$ cat config.mk
export PLATFORM = sky130hd
export DESIGN_NAME = vlc_tx_framer
export DESIGN_NICKNAME = d
export VERILOG_FILES = /design/src/rtl/vlc_tx_framer.sv
export SDC_FILE = /design/constraint.sdc
export NUM_CORES = 1
export LEC_CHECK = 0
export BUFFER_PORTS_ARGS = -buffer_cell sky130_fd_sc_hd__clkbuf_2
export CORE_UTILIZATION = 30
export CTS_BUF_LIST = sky130_fd_sc_hd__clkbuf_4
export CTS_CLUSTER_DIAMETER = 150
export DETAILED_ROUTE_END_ITERATION = 10
export RECOVER_POWER = 100
export SYNTH_ARGS = -nofsm -noshare
export SYNTH_HDL_FRONTEND = slang
export SYNTH_SLANG_ARGS = --single-unit
$ cat constraint.sdc
create_clock -name clk -period 7.1 [get_ports clk]
set_clock_uncertainty 0.1 [all_clocks]
set_input_delay 0.355 -clock clk [delete_from_list [all_inputs] [get_ports clk]]
set_output_delay 0.355 -clock clk [all_outputs]
set_load 0.01 [all_outputs]
$ cat src/rtl/vlc_tx_framer.sv
// Manchester-coded VLC frame transmitter: preamble, SFD, length, payload, optional CRC-8 (define TX_CRC8_EN).
// Latency: first DAC sample one cycle after i_start; all outputs registered.
// Backpressure: none accepted; o_ready is a 1-cycle strobe and a missing i_valid aborts the frame with o_err.
module vlc_tx_framer #(
    parameter int         WIDTH            = 10,
    parameter int         SAMPLES_PER_CHIP = 4,
    parameter int         PREAMBLE_BYTES   = 2,
    parameter logic [7:0] SFD              = 8'hA7,
    parameter int         LEVEL_HI         = 1023,
    parameter int         LEVEL_LO         = 0
) (
    input  logic             clk,
    input  logic             reset,
    input  logic             i_start,
    input  logic [7:0]       i_len,
    input  logic [7:0]       i_data,
    input  logic             i_valid,
    output logic             o_ready,
    output logic [WIDTH-1:0] o_tx_out,
    output logic             o_busy,
    output logic             o_done,
    output logic             o_err
);
    localparam int              SW        = (SAMPLES_PER_CHIP > 1) ? $clog2(SAMPLES_PER_CHIP) : 1;
    localparam logic [SW-1:0]   SAMP_LAST = SW'(SAMPLES_PER_CHIP - 1);
    localparam logic [7:0]      PRE_LAST  = 8'(PREAMBLE_BYTES - 1);
    localparam logic [WIDTH-1:0] HI       = WIDTH'(LEVEL_HI);
    localparam logic [WIDTH-1:0] LO       = WIDTH'(LEVEL_LO);

    typedef enum logic [2:0] {
        S_IDLE, S_PREAMBLE, S_SFD, S_LEN, S_PAYLOAD,
`ifdef TX_CRC8_EN
        S_CRC,
`endif
        S_DONE
    } state_t;

    state_t        state, ns, tail_state;
    logic [7:0]    cur_byte, nb, tail_byte, len, byte_cnt;
    logic [2:0]    bit_idx, bit_n;
    logic          chip, chip_n;
    logic [SW-1:0] samp, samp_n;
    logic          samp_last, byte_end, next_last, more_payload;

    // Chip 0 carries the bit value, chip 1 its complement.
    function automatic logic [WIDTH-1:0] level(input logic b, input logic c);
        return (b ^ c) ? HI : LO;
    endfunction

`ifdef TX_CRC8_EN
    logic [7:0] crc;

    function automatic logic [7:0] crc8(input logic [7:0] c, input logic [7:0] d);
        logic [7:0] r;
        r = c ^ d;
        for (int i = 0; i < 8; i++)
            r = r[7] ? ((r << 1) ^ 8'h07) : (r << 1);
        return r;
    endfunction
`endif

    always_comb begin
        samp_last    = (samp == SAMP_LAST);
        byte_end     = samp_last && chip && (bit_idx == 3'd0);
        samp_n       = samp_last ? '0 : samp + SW'(1);
        chip_n       = samp_last ? ~chip : chip;
        bit_n        = (samp_last && chip) ? bit_idx - 3'd1 : bit_idx;
        next_last    = !byte_end && (samp_n == SAMP_LAST) && chip_n && (bit_n == 3'd0);
        more_payload = ((state == S_LEN) && (len != 8'd0)) ||
                       ((state == S_PAYLOAD) && (byte_cnt != len - 8'd1));
`ifdef TX_CRC8_EN
        tail_state = S_CRC;
        tail_byte  = crc;
`else
        tail_state = S_DONE;
        tail_byte  = cur_byte;
`endif
        ns = state;
        nb = cur_byte;
        case (state)
            S_PREAMBLE: if (byte_cnt == PRE_LAST) begin
                            ns = S_SFD;
                            nb = SFD;
                        end else begin
                            nb = 8'h55;
                        end
            S_SFD:      begin ns = S_LEN; nb = len; end
            S_LEN, S_PAYLOAD:
                        if (more_payload) begin
                            ns = S_PAYLOAD;
                            nb = i_data;
                        end else begin
                            ns = tail_state;
                            nb = tail_byte;
                        end
`ifdef TX_CRC8_EN
            S_CRC:      ns = S_DONE;
`endif
            default:    ;
        endcase
    end

    always_ff @(posedge clk) begin
        if (!reset) begin
            state    <= S_IDLE;
            cur_byte <= '0;
            bit_idx  <= '0;
            chip     <= 1'b0;
            samp     <= '0;
            len      <= '0;
            byte_cnt <= '0;
            o_tx_out <= LO;
            o_busy   <= 1'b0;
            o_ready  <= 1'b0;
            o_done   <= 1'b0;
            o_err    <= 1'b0;
`ifdef TX_CRC8_EN
            crc      <= '0;
`endif
        end else begin
            o_ready <= 1'b0;
            o_done  <= 1'b0;
            o_err   <= 1'b0;
            case (state)
                S_IDLE: begin
                    o_tx_out <= LO;
                    if (i_start) begin
                        state    <= S_PREAMBLE;
                        len      <= i_len;
                        cur_byte <= 8'h55;
                        bit_idx  <= 3'd7;
                        chip     <= 1'b0;
                        samp     <= '0;
                        byte_cnt <= '0;
                        o_busy   <= 1'b1;
                        o_tx_out <= level(1'b0, 1'b0);
`ifdef TX_CRC8_EN
                        crc      <= '0;
`endif
                    end
                end
                S_DONE: state <= S_IDLE;
                default: begin
                    if (!byte_end) begin
                        samp     <= samp_n;
                        chip     <= chip_n;
                        bit_idx  <= bit_n;
                        o_tx_out <= level(cur_byte[bit_n], chip_n);
                        o_ready  <= next_last && more_payload;
                    end else if (more_payload && !i_valid) begin
                        state    <= S_IDLE;
                        o_err    <= 1'b1;
                        o_busy   <= 1'b0;
                        o_tx_out <= LO;
                    end else begin
                        // Byte boundary: the first sample of the next byte follows with no gap.
                        state    <= ns;
                        cur_byte <= nb;
                        samp     <= '0;
                        chip     <= 1'b0;
                        bit_idx  <= 3'd7;
                        byte_cnt <= (ns == state) ? byte_cnt + 8'd1 : 8'd0;
                        if (ns == S_DONE) begin
                            o_done   <= 1'b1;
                            o_busy   <= 1'b0;
                            o_tx_out <= LO;
                        end else begin
                            o_tx_out <= level(nb[7], 1'b0);
                        end
`ifdef TX_CRC8_EN
                        if (ns == S_LEN || ns == S_PAYLOAD)
                            crc <= crc8(crc, nb);
`endif
                    end
                end
            endcase
        end
    end
endmodule

==> results.yml <==
run_status:
  status: "complete, no violations"
floorplanning:
  die_y_um: 95.3
  die_w_um: 95.3
  die_area_mm2: 0.00907
  fp.coreArea_mm2: 0.00830
  num_rows: 33
  io_pins: 34
  start_util_pct: 31.4
timing:
  slew_violations: 0
  setup-tns-final_ns: 0
  tightest_slew_ns: 1.10
  hold_viol_final: 0
  setup_viol_count_final: 0
  finalCritPeriodShare_pct: 51.5
  maxSlewHeadroom_pct: 26.5
  max_freq_mhz: 273
  setup_slack_ns: 3.44
  rsz0062_at_grt: "false"
  finalCriticalPeriod_ns: 3.66
worst_setup_path:
  rr_startpoint: "len[0]"
  start_kind: "register"
  rr_endpoint: "cur_byte[3]"
  rrSetupSlack_ns: 3.44
  r2r_cells: 9
  cp_data_required_time_ns: 7.20
  startpoint: "len[0]"
  end_kind: "register"
  arrival_ns: 3.76
  critPathKind: "reg -> reg"
  cp_max_fo: 10
layout:
  multi_input_area_mm2: 0.00161
  antenna_cells: 0
  layout-drive-gt1-share_pct: 10.3
  stdcell_count: 455
  final_common_cell: "a21oi_1"
  fin_nets: 379
  regArea_um2: 761
  fin_area_mm2: 0.00275
  syn2layout_area_growth_pct: 5.28
  fillers: 879
  layout_common_cells: "a21oi_1, nand2_1, dfxtp_1"
yosys:
  yosys_warnings: 0
  synth-xor-area-share_pct: 5.04
  synth_fa_ha_area_share_pct: 4.32
  synthMuxAreaShare_pct: 3.65
  synth_edf_count: 0
  synth_cell_types: 59
  synth_compound_area_share_pct: 25.9
  syn_inst: 341
  syn_area_mm2: 0.00261
  ys.flop_type: "dfxtp_1"
  synth-simple-area-share_pct: 23.7
  synth_area_per_cell_um2: 7.65
  ys_seq_elements: 38
  syn_nets: 370
  synth_top_family_by_area: "compound AO/OA/AOI/OAI gates"
  synth_seq_area_share_pct: 29.2
  ys_async_sr_fraction_pct: 0
clocking:
  cts_sinks: 38
  clock_latency_ns: 0.34
  post_cts_buffers: 0
  clk_pin_slew_worst_paths_ns: 0.11
  clockRootBuffer: "clkbuf_4"
  cts_tree: "done"
  numCtsBuffers: 5
  cts_buffer_depth: 2
  post_cts_resized: 0
  cts_hold_buf: 0
  ctsHtreeMaxLevel: 2
drt:
  drt_first_pass_iters: 5
  drc: 0
  drt_iter0_drc: 348
  wl_um: 6880
  wl_per_cell_um: 15.1
  num_vias: 2482
  vias_per_cell: 5.45
  drtAntennaViolNets: 0
pwr:
  switching_share_pct: 30.4
  power_density_mw_per_mm2: 158
  p_int_uw: 301
  total_power_uw: 433
  p_clk_share_pct: 26.9
  seq_power_share_pct: 54.6
  p_leak_uw: 0.00101
  p_switching_uw: 132
  combPwrFrac_pct: 18.5
  worst_ir_drop_vdd_v: 0.0000508
placed_design:
  gp_congestion: 0.923
  placed_cells: 448
  dpl.hpwl_um: 5160
  dp_slack_ns: 4.02
  dpl_cell_area_mm2: 0.00274
  portBuffers: 33
global_routing:
  grt_usage_pct: 16.5
  antenna_found_initial: 0
  grt_first_pass_wirelength_um: 11500
  grt_max_degree: 27
  overflow: 0
  grt_pass1_vias: 2296
worst_hold_path:
  worst_hold_path_type: "in -> reg"
  whs_path_depth: 3
  min_to: "len[4]"
  min_from: "i_len[4]"
run:
  max_cap_violations: 0
==> power by group through the flow <==
| stage | sequential, uW | clock [uW] | combinational, uW |
|---|---|---|---|
| CTS | 236 | 120 | 82.3 |
| detailed placement | 241 | 0 | 81.9 |
| global route | 238 | 129 | 90.6 |
| floorplan | 233 | 0 | 71.1 |
| finish | 237 | 116 | 80.2 |
| global placement | 241 | 0 | 81.1 |
==> kinds of logic (layout without fill, tap and decap cells) <==
group | count (synthesis) | count (layout)
AOI/OAI and AO/OA | 105 | 105
xor gates and xnor gates | 15 | 15
adders and majority gates | 9 | 9
buffers and inverters | 43 | 52
DFF | 38 | 38
muxes | 7 | 7
and+or+nand+nor | 124 | 124
==> per-layer routing <==
metal	track usage, %	vias to the layer above	part of all wire (%)
li1	-	1228	-
met1	23.6	1121	49
met2	23.9	118	41
met3	3.59	15	7.9
met4	6.06	0	1.4
met5	0	-	0
==> per-stage QoR <==
stage | utilization [%] | hold slack, ns
final | 33.1 | 0.120
after global routing | 33.1 | 0.117
after CTS | 33.6 | 0.110
after detailed placement | 33.0 | 0.406
after global placement | 33.0 | 0.398
after floorplan | - | 0.367
==> cells in the mapped netlist, types with 4 or more instances <==
master,count,area (um2)
a211oi_1,4,30.0
nor2_1,26,97.6
ha_1,9,113
nand2b_1,4,25.0
o2bb2ai_1,8,70.1
xnor2_1,6,52.6
dfxtp_1,38,761
xor2_1,9,78.8
a21oi_1,45,225
inv_1,12,45.0
nand3_1,13,65.1
buf_4,9,67.6
clkbuf_1,16,60.1
nand2_1,39,146
o21ai_0,20,100
mux2i_1,5,50.1
nor2b_1,8,50.1
nor3_1,12,60.1
==> worst max-delay path by stage <==
stage                        endpoint  slack, ns  cells after the start
after floorplan           byte_cnt[5]       4.46                     10
after global placement    cur_byte[4]       4.09                      8
after detailed placement  cur_byte[3]       4.02                      8
after CTS                 cur_byte[6]       3.97                      8
after global routing      cur_byte[6]       3.05                      9
final                     cur_byte[3]       3.44                      9
==> worst max-delay path, cell delays in order, from the launching register on <==
cell and delay [ns]:
dfxtp_1 0.48, inv_1 0.11, ha_1 0.29, o21ba_2 0.22, a221oi_1 0.28, a41oi_1 0.10, a211oi_1 0.93, o21ai_0 0.58
a32oi_1 0.32, a21oi_1 0.09
==> area by class of cell <==
type | count | share of cell area [%]
Clock buffer | 7 | 1.91
Inverter | 12 | 1.64
Tap cell | 105 | 4.78
Timing Repair Buffer | 33 | 5.38
Multi-Input combinational cell | 260 | 58.6
Sequential cell | 38 | 27.7
==> state kept, by name, indices dropped and copies added, names as in the netlist <==
name      cells
byte_cnt      8
o_err         1
cur_byte      8
o_done        1
o_ready       1
state         3
bit_idx       3
chip          1
samp          2
o_tx_out      1
len           8
o_busy        1
Note: power is estimated with default switching activity, not from simulation.
